$ cat src/rtl/sys_arr_feeder.sv
`default_nettype none
// ============================================================================
// Module   : sys_arr_feeder
// Brief    : Loads a weight tile into a WxW systolic array, then streams
//            diagonally skewed data vectors into it.
// Revision : 1.0
// ============================================================================
module sys_arr_feeder #(
  parameter int width_height = 4
) (
  input  logic                      clk,
  input  logic                      reset,
  input  logic                      start,
  input  logic                      wvalid,
  input  logic [8*width_height-1:0] wrow,
  output logic                      wready,
  input  logic                      dvalid,
  input  logic [8*width_height-1:0] drow,
  input  logic                      dlast,
  output logic                      dready,
  output logic [8*width_height-1:0] win,
  output logic [width_height-1:0]   wwrite,
  output logic [8*width_height-1:0] datain,
  output logic                      active,
  output logic                      busy,
  output logic                      done
);

  localparam int CW = $clog2(width_height) + 1;
  localparam logic [CW-1:0] CNT_LAST = CW'(width_height - 1);

  localparam logic [1:0] IDLE   = 2'd0;
  localparam logic [1:0] LOAD_W = 2'd1;
  localparam logic [1:0] STREAM = 2'd2;
  localparam logic [1:0] DRAIN  = 2'd3;

  logic [1:0]                state_q, state_d;
  logic [CW-1:0]             cnt_q, cnt_d;
  logic [8*width_height-1:0] win_q, win_d;
  logic [width_height-1:0]   wwrite_q, wwrite_d;
  logic                      active_q, active_d;
  logic                      done_q, done_d;

  logic                      w_wtake;
  logic                      w_dtake;
  logic [width_height-1:0]   w_out_vld_d;

  assign wready  = (state_q == LOAD_W);
  assign dready  = (state_q == STREAM);
  assign busy    = (state_q != IDLE);
  assign w_wtake = wvalid & wready;
  assign w_dtake = dvalid & dready;

  assign win    = win_q;
  assign wwrite = wwrite_q;
  assign active = active_q;
  assign done   = done_q;

  // One counter serves both phases: weight rows in LOAD_W, drain cycles in DRAIN.
  always_comb begin
    state_d = state_q;
    cnt_d   = cnt_q;
    done_d  = 1'b0;
    case (state_q)
      IDLE: begin
        if (start) begin
          state_d = LOAD_W;
          cnt_d   = '0;
        end
      end
      LOAD_W: begin
        if (w_wtake) begin
          if (cnt_q == CNT_LAST) begin
            state_d = STREAM;
            cnt_d   = '0;
          end else begin
            cnt_d = cnt_q + CW'(1);
          end
        end
      end
      STREAM: begin
        if (w_dtake && dlast) begin
          state_d = DRAIN;
          cnt_d   = '0;
        end
      end
      DRAIN: begin
        if (cnt_q == CNT_LAST) begin
          state_d = IDLE;
          cnt_d   = '0;
          done_d  = 1'b1;
        end else begin
          cnt_d = cnt_q + CW'(1);
        end
      end
      default: begin
        state_d = IDLE;
        cnt_d   = '0;
      end
    endcase
  end

  always_comb begin
    win_d    = w_wtake ? wrow : win_q;
    wwrite_d = w_wtake ? {width_height{1'b1}} : {width_height{1'b0}};
    active_d = |w_out_vld_d;
  end

  always_ff @(posedge clk or posedge reset) begin
    if (reset) begin
      state_q  <= IDLE;
      cnt_q    <= '0;
      win_q    <= '0;
      wwrite_q <= '0;
      active_q <= 1'b0;
      done_q   <= 1'b0;
    end else begin
      state_q  <= state_d;
      cnt_q    <= cnt_d;
      win_q    <= win_d;
      wwrite_q <= wwrite_d;
      active_q <= active_d;
      done_q   <= done_d;
    end
  end

  // Lane i is an (i+1)-deep shift register; idle cycles inject zero bubbles.
  for (genvar i = 0; i < width_height; i++) begin : g_lane
    logic [7:0] dat_q [0:i];
    logic [7:0] dat_d [0:i];
    logic [i:0] vld_q, vld_d;

    always_comb begin
      dat_d[0] = w_dtake ? drow[8*i +: 8] : 8'h00;
      vld_d[0] = w_dtake;
      for (int s = 1; s <= i; s++) begin
        dat_d[s] = dat_q[s-1];
        vld_d[s] = vld_q[s-1];
      end
    end

    always_ff @(posedge clk or posedge reset) begin
      if (reset) begin
        vld_q <= '0;
        for (int s = 0; s <= i; s++) begin
          dat_q[s] <= 8'h00;
        end
      end else begin
        vld_q <= vld_d;
        for (int s = 0; s <= i; s++) begin
          dat_q[s] <= dat_d[s];
        end
      end
    end

    assign datain[8*i +: 8] = dat_q[i];
    assign w_out_vld_d[i]   = vld_d[i];
  end

endmodule
`default_nettype wire

$ cat config.mk
export PLATFORM = sky130hd
export DESIGN_NAME = sys_arr_feeder
export DESIGN_NICKNAME = d
export VERILOG_FILES = /design/src/rtl/sys_arr_feeder.sv
export SDC_FILE = /design/constraint.sdc
export NUM_CORES = 1
export LEC_CHECK = 0
export ABC_AREA = 1
export CELL_PAD_IN_SITES_DETAIL_PLACEMENT = 1
export CELL_PAD_IN_SITES_GLOBAL_PLACEMENT = 1
export CORE_MARGIN = 2
export CORE_UTILIZATION = 36
export CTS_BUF_LIST = sky130_fd_sc_hd__clkbuf_16
export CTS_CLUSTER_SIZE = 10
export DETAILED_ROUTE_END_ITERATION = 10
export GPL_TIMING_DRIVEN = 0
export PLACE_DENSITY_LB_ADDON = 0.1
export SYNTH_ARGS = -nofsm -noshare
export SYNTH_HDL_FRONTEND = slang
export SYNTH_SLANG_ARGS = --single-unit
$ cat constraint.sdc
create_clock -name clk -period 8 [get_ports clk]
set_input_delay 1.6 -clock clk [delete_from_list [all_inputs] [get_ports clk]]
set_output_delay 1.6 -clock clk [all_outputs]
set_load 0.01 [all_outputs]
# After elaboration in Yosys (flattened, before gate mapping)
# Index checks and enable logic that the tools add are counted.
[classes]
reduce_logical = 6
div = 0
addsub = 1
shift = 0
bitwise_logic = 2
mul = 0
eq_ne = 9
mux = 18
n_lt_le_gt_ge = 0
[op_table]
columns = ["cell", "count"]
rows = [
  ["8-bit 2-to-1 mux", 4],
  ["3-bit 2-to-1 mux", 4],
  ["3-bit case mux with 4 select lines", 1],
  ["2-bit 2-to-1 mux", 5],
  ["2-bit case mux with 4 select lines", 1],
  ["2-bit by 1-bit inequality test with 1-bit output, second input constant", 3],
  ["5-bit AND reduction", 1],
  ["2-bit == test, second input constant", 2],
  ["4-bit 2-to-1 mux", 1],
  ["2-bit inequality test, second input constant", 2],
  ["4-bit OR reduction", 1],
  ["3-bit by 1-bit adder with 3-bit output, second input constant", 1],
  ["3-bit by 2-bit == test with 1-bit output, second input constant", 1],
  ["3-bit AND reduction", 1],
  ["1-bit bitwise AND", 2],
  ["2-bit by 1-bit == test with 1-bit output, second input constant", 1],
  ["2-bit zero test", 1],
  ["1-bit 2-to-1 mux", 2],
  ["2-bit nonzero test", 1],
  ["1-bit logical AND", 1],
]
[totals]
rom_bits = 0
output_inout_bits = 73
ram_bits = 0
regBits = 129
n_memories = 0
elab_cells = 55
latchBits = 0

# Longest topological paths before layout
# Gate-level depths: netlist (run 1).
[logic_depth]
ltp_word = 5
mapped_depth = 8
mapped_depth_nobuf = 8

# Least setup slack after synthesis (run 1)
# OpenSTA, ideal clock, no wires.
[synth_path]
kind = "register -> output"
start = "reg state_q[0]"
end = "out busy"
path_buffers = 0
t_arrival_ns = 0.729
slack_ns = 5.671
stages_incl_launch_ff = 4
required_ns = 6.400
path_cell_list = "dfrtp_1 > inv_1 > ha_1 > inv_1"
[synth_between]
elab_chain_cells = 1
[synth_lines]
columns = ["element", "line", "source"]
rows = [
  ["start: declaration", "37", "logic [1:0] state_q, state_d;"],
  ["start signal: assignment", "118", "state_q <= state_d;"],
  ["2-bit nonzero test", "50", "assign busy = (state_q != IDLE);"],
  ["end: declaration", "25", "output logic busy,"],
]
# Every way passes these cells.

# Final worst setup path (run 1)
[layout_path]
start = "reg state_q[1]"
end = "out wready"
[layout_between]
elab_chain_cells = 1
[layout_lines]
columns = ["element", "line", "source"]
rows = [
  ["2-bit by 1-bit == test with 1-bit output", "48", "assign wready = (state_q == LOAD_W);"],
  ["end: declaration", "16", "output logic wready,"],
]
# Every way passes these cells.

==> summary.md, run 1 <==
| Metric | Value |
|---|---|
| Outcome | `finished clean` |
| First-pass GRT wire length | `15000 um` |
| Diodes inserted | `0` |
| Crit path max fanout | `4` |
| Clk network pwr share | `34.7%` |
| Fmax | `0.296 GHz` |
| Final Util | `57.5%` |
| Final Hold Vio Count | `0` |
| Internal Power | `0.00153 W` |
| Crit end category | `output pin` |
| CP Data Required Time | `6.40 ns` |
| Clk root buf | `clkbuf_16` |
| FP Rows | `38` |
| Number of global-route vias before repair | `2974` |
| Clock latency on the worst-skew pair | `0.41 ns` |
| CTS tree | `yes` |
| Average size of a mapped cell | `11.6 um2` |
| Combinational share of power | `27.1%` |
| Switching part of the total | `29.4%` |
| Reg-to-reg setup timing slack | `6.52 ns` |
| CTS Hold Buffers Added | `0` |
| Num CTS Buffers | `17` |
| Synth Register Bits | `123` |
| GP Congestion | `0.694` |
| Filler cells | `1171` |
| Largest area contributor in the netlist | `dfrtp_1` |
| Clk slew on worst S/H paths | `0.06 ns` |
| Max_cap viols | `0` |
| R2R cell count | `7` |
| Least-Margin Pin Slew | `0.489 ns` |
| Crit path to | `wready` |
| Largest cells by area after synthesis | `dfrtp_1, nand2_1, inv_1` |
| Chip height | `110 um` |
| CP max-delay cell | `clkdlybuf4s50_1` |
| DRT Pass-1 Iters | `4` |
| Initial drt markers | `119` |
| Wire length per cell | `14.1 um` |
| Mapped Nets | `424` |
| Syn Inst Count | `348` |
| CTS Buffer Depth | `2` |
| Seq/Total Area, Yosys | `76.2%` |
| Worst Clk Skew | `0.00446 ns` |
| Synth top area share | `76.2%` |
| CORE AREA | `0.0109 mm2` |
| Crit path time final | `3.38 ns` |
| Share of layout cells above drive strength 1 | `9.94%` |
| Pleak | `3.22 nW` |
| Final Max Tran Viols | `0` |
| Sw Pwr | `0.000639 W` |
| Postcts setup bufs | `0` |
| Post-Syn Area | `0.00404 mm2` |
| Largest net degree at the start of global routing | `99` |
| Synth cell types | `16` |
| Hold crit path type | `reg -> reg` |
| R2R Path Start | `state_q[1]$_DFFE_PP0P_` |
| Setup Crit Path Kind | `reg -> out` |
| WP depth | `3` |
| Critical-path cell list | `inv_1, ha_1, clkdlybuf4s50_1` |
| Vias per cell | `4.25` |
| Die Width | `110 um` |
| Post-DP HPWL | `6230 um` |
| CP arrival | `1.78 ns` |
| GRT overflow | `0` |
| Initial antenna violation count | `0` |
| Routed vias | `2821` |
| P per Cell Area | `347 mW/mm2` |
| Area Growth Syn to Fin | `54.9%` |
| Boundary pin count | `143` |
| CP top delay family | `buffers and inverters` |
| Fin crit share | `42.2%` |
| Starting Density | `37.1%` |
| Bufs and invs on worst path | `2` |
| Residual DRC count | `0` |
| Setup_tns | `0 ns` |
| Max VDD drop | `0.133 mV` |
| Post-CTS Resized | `0` |
| RSZ-0062 raised after global routing | `false` |
| Synth warnings | `0` |
| R2R Path End | `win[12]$_DFFE_PP0P_` |
| Setup violators final | `0` |
| FF+latch area | `0.00308 mm2` |
| Crit. Startpoint | `state_q[1]$_DFFE_PP0P_` |
| Number of H-tree levels | `4` |
| Port Buf Inserts | `142` |
| Hold_ws | `0.342 ns` |
| Area of the multi-input gates | `699 um2` |
| Sequential fraction of design power | `38.2%` |
| Routed Antenna Nets | `0` |
| Sinks on Clock Net | `123` |
| Worst slew margin | `67.4%` |
| Nets@finish | `586` |
| All-Layer GR Usage | `17.0%` |
| Die ar. | `0.0121 mm2` |
| Detailed Route WL | `9340 um` |
| Crit path largest cell delay | `0.56 ns` |
| Startpoint types | `flip-flop` |
## worst register-to-register path: stages (launching register included)
cell and delay [ns]:
dfrtp_1 0.42, inv_1 0.14, ha_1 0.25, nand2_2 0.16
inv_2 0.17, buf_6 0.16, nand2_1 0.06, nand2_1 0.06
## per-stage QoR
step           instances  setup slack (ns)  area (um2)  power, W
5_1_grt              663              4.51        6260   0.00231
3_3_place_gp         630              1.42        5640   0.00141
6_report             663              4.62        6260   0.00217
2_1_floorplan        348              3.13        4040   0.00110
3_5_place_dp         631              5.07        5670   0.00143
4_1_cts              663              4.58        6260   0.00221
## layer usage
metal / share of wire [%] / GRT usage [%]
met3: 10 / 8.65
met2: 49 / 27.1
met4: 1.7 / 6.42
met5: 0 / 0
met1: 39 / 19.5
## synth_stat cells
master	count
or2_2	1
inv_2	3
nand2_1	114
inv_1	44
buf_4	3
a21oi_1	1
nor2_1	35
nand2_2	2
nor2_4	1
buf_6	3
o21ai_0	2
dfrtp_1	123
buf_2	6
nor3_1	1
nand3_1	3
ha_1	6
## power groups by stage
stage | logic [W] | registers [W] | clock network, W
final | 0.000590 | 0.000830 | 0.000754
after CTS | 0.000604 | 0.000832 | 0.000777
after floorplan | 0.000218 | 0.000880 | 0
after detailed placement | 0.000591 | 0.000840 | 0
after global placement | 0.000573 | 0.000832 | 0
after global routing | 0.000660 | 0.000847 | 0.000807
## kinds of logic (layout without fill, tap and decap cells)
family / count (synthesis) / in the layout / share of synthesized area, %
flops: 123 / 123 / 76.2
compound gates: 3 / 3 / 0.372
fa+ha+maj: 6 / 6 / 1.86
simple gates: 157 / 157 / 15.1
buf+inv: 59 / 234 / 6.50
## cell type report
cell class                      instances  area share [%]
Tap cell                              140            2.80
Inverter                               47            2.90
Buffer                                 12            1.38
Timing Repair Buffer                  143            23.2
Clock buffer                           17            6.80
Multi-Input combinational cell        166            11.2
Sequential cell                       123            49.2
Clock inverter                         15            2.60
## cell usage in the layout, fill, tap and decap left out, drive strengths merged
cell type	n
inv	54
clkinvlp	4
ha	6
a21oi	1
nor3	1
dfrtp	123
bufinv	2
clkdlybuf4s50	142
nor2	36
o21ai	2
nand2	116
or2	1
nand3	3
buf	13
clkbuf	17
clkinv	2
## worst min-delay path by stage
stage / from / endpoint / slack [ns] / depth (start not counted)
global route: g_lane[2].dat_d[4]$_DFF_PP0_ / datain[20]$_DFF_PP0_ / 0.35 / 0
global placement: g_lane[3].dat_d[8]$_DFF_PP0_ / g_lane[3].dat_d[0]$_DFF_PP0_ / 0.33 / 0
floorplan: g_lane[1].dat_d[2]$_DFF_PP0_ / datain[10]$_DFF_PP0_ / 0.33 / 0
CTS: g_lane[3].dat_d[8]$_DFF_PP0_ / g_lane[3].dat_d[0]$_DFF_PP0_ / 0.35 / 0
finish: g_lane[3].dat_d[1]$_DFF_PP0_ / datain[25]$_DFF_PP0_ / 0.34 / 0
detailed placement: g_lane[1].dat_d[7]$_DFF_PP0_ / datain[15]$_DFF_PP0_ / 0.34 / 0
## flip-flops by register name, indices dropped and copies added (netlist names)
register      count
win              32
datain           24
g_lane.vld_q      3
g_lane.dat_q      8
active            1
wwrite            1
done              1
state_q           2
cnt_q             3
g_lane.dat_d     48
No activity file was read; power rests on OpenSTA's default activity.
==> inputs of run 2 (changes only) <==
--- a/config.mk
+++ b/config.mk
@@ -9,7 +9,7 @@
 export CELL_PAD_IN_SITES_DETAIL_PLACEMENT = 1
 export CELL_PAD_IN_SITES_GLOBAL_PLACEMENT = 1
 export CORE_MARGIN = 2
-export CORE_UTILIZATION = 36
+export CORE_UTILIZATION = 34
 export CTS_BUF_LIST = sky130_fd_sc_hd__clkbuf_16
 export CTS_CLUSTER_SIZE = 10
 export DETAILED_ROUTE_END_ITERATION = 10
==> constraint.sdc (replaced) <==
create_clock -name clk -period 3.4 [get_ports clk]
set_input_delay 0.68 -clock clk [delete_from_list [all_inputs] [get_ports clk]]
set_output_delay 0.68 -clock clk [all_outputs]
set_load 0.01 [all_outputs]
==> run 2 against run 1 <==
  * Combinational power is 130% higher
  * Utilization is 2.9 points lower
  * Cell area is 0.36% higher
  * Via count is 0.43% higher
  * The run now ends with DRC left
  * Critical path depth stayed put
  * Largest power group unchanged
==> summary.md, run 2 (synthesis gave the netlist of run 1 again) <==
| Metric | Value |
|---|---|
| CP arrival | `1.73 ns` |
| Combinational share of power | `27.3%` |
| Initial antenna violation count | `0` |
| Internal Power | `0.00355 W` |
| Hold_ws | `0.348 ns` |
| Fin crit share | `70.8%` |
| GP Congestion | `0.730` |
| Worst slew margin | `76.3%` |
| Boundary pin count | `143` |
| Port Buf Inserts | `142` |
| Crit path max fanout | `4` |
| First-pass GRT wire length | `15500 um` |
| Clk network pwr share | `34.2%` |
| Area Growth Syn to Fin | `55.4%` |
| Setup_tns | `0 ns` |
| Hold crit path type | `reg -> reg` |
| CP Data Required Time | `2.72 ns` |
| DRT Pass-1 Iters | `8` |
| Max VDD drop | `0.293 mV` |
| Clock latency on the worst-skew pair | `0.41 ns` |
| Sw Pwr | `0.00152 W` |
| Max_cap viols | `0` |
| GRT overflow | `0` |
| Post-DP HPWL | `6570 um` |
| Crit path time final | `2.41 ns` |
| Die Width | `113 um` |
| Share of layout cells above drive strength 1 | `10.5%` |
| Outcome | `finished, violations left` |
| Final Hold Vio Count | `0` |
| CP max-delay cell | `clkdlybuf4s50_1` |
| Least-Margin Pin Slew | `0.354 ns` |
| Max FFs per register | `48` |
| Number of H-tree levels | `4` |
| Switching part of the total | `29.9%` |
| Num CTS Buffers | `17` |
| Crit end category | `output pin` |
| Clk root buf | `clkbuf_16` |
| WP depth | `3` |
| Detailed Route WL | `9290 um` |
| Fmax | `0.416 GHz` |
| RSZ-0062 raised after global routing | `false` |
| CP top delay family | `buffers and inverters` |
| CORE AREA | `0.0115 mm2` |
| Setup violators final | `0` |
| R2R cell count | `5` |
| Bufs and invs on worst path | `2` |
| CTS tree | `yes` |
| Diodes inserted | `0` |
| Wire length per cell | `13.9 um` |
| Postcts setup bufs | `0` |
| P per Cell Area | `807 mW/mm2` |
| Residual DRC count | `13` |
| CTS Hold Buffers Added | `0` |
| Worst Clk Skew | `0.0137 ns` |
| Critical-path cell list | `inv_1, ha_1, clkdlybuf4s50_1` |
| Most common cell after layout, fill and taps aside | `clkdlybuf4s50_1` |
| Sequential fraction of design power | `38.5%` |
| Vias per cell | `4.24` |
| Crit path largest cell delay | `0.56 ns` |
| Clk slew on worst S/H paths | `0.06 ns` |
| Post-CTS Resized | `0` |
| Hold depth | `0` |
| Final Max Tran Viols | `0` |
| FP Rows | `39` |
| Reg-to-reg setup timing slack | `1.88 ns` |
| All-Layer GR Usage | `16.0%` |
| Routed vias | `2833` |
| Largest net degree at the start of global routing | `42` |
| Starting Density | `35.1%` |
| CTS Buffer Depth | `2` |
| Failing checks | `DRC` |
| Initial drt markers | `84` |
| Sinks on Clock Net | `123` |
| Nets@finish | `588` |
| Pleak | `3.23 nW` |
| Routed Antenna Nets | `0` |
| Number of global-route vias before repair | `3031` |
| Setup Crit Path Kind | `reg -> out` |
| Startpoint types | `flip-flop` |
| Most frequent cells in the layout | `clkdlybuf4s50_1, dfrtp_1, nand2_1` |
| Die ar. | `0.0128 mm2` |
| Chip height | `113 um` |
## run 2: metal layers
layer	wire length (um)	vias up	GRT usage, %
met4	135	0	7.56
met2	4640	95	26.0
met3	821	9	5.68
met1	3690	1377	19.2
li1	-	1352	-
met5	0	-	0
## run 2: stage by stage
stage               instances  instance area [um2]  worst slack (ns)  utilization, %  power [W]
global route              668                 6280             0.897            54.5    0.00540
floorplan                 348                 4040              1.21               -    0.00258
global placement          633                 5640            0.0759            49.0    0.00331
CTS                       668                 6280             0.952            54.5    0.00517
detailed placement        636                 5700              1.40            49.5    0.00339
finish                    668                 6280             0.994            54.5    0.00507
## run 2: cell type report
class | count | area (um2)
well taps | 143 | 179
inverters | 47 | 180
clock inverters | 15 | 150
multi-input cells | 166 | 699
plain buffers | 12 | 86.3
flip-flops and latches | 123 | 3080
clock buffers | 17 | 425
fillers | 1250 | 5240
repair buffers | 145 | 1480
## run 2: worst paths after layout
| kind | to | start |
|---|---|---|
| min in group asynchronous | g_lane[3].dat_d[18]$_DFF_PP0_ | reset |
| worst max register to register | g_lane[0].dat_q[6]$_DFF_PP0_ | state_q[0]$_DFFE_PP0P_ |
| max in group asynchronous | datain[18]$_DFF_PP0_ | reset |
| worst max-delay path | wready | state_q[1]$_DFFE_PP0P_ |
| worst min-delay path | datain[9]$_DFF_PP0_ | g_lane[1].dat_d[1]$_DFF_PP0_ |
| worst min register to register | datain[9]$_DFF_PP0_ | g_lane[1].dat_d[1]$_DFF_PP0_ |
## run 2: power groups by stage
stage | Sequential [W] | Clock [W] | Combinational [W]
CTS | 0.00196 | 0.00179 | 0.00142
detailed placement | 0.00198 | 0 | 0.00141
finish | 0.00195 | 0.00174 | 0.00138
global route | 0.00200 | 0.00186 | 0.00153
floorplan | 0.00207 | 0 | 0.000512
global placement | 0.00196 | 0 | 0.00136
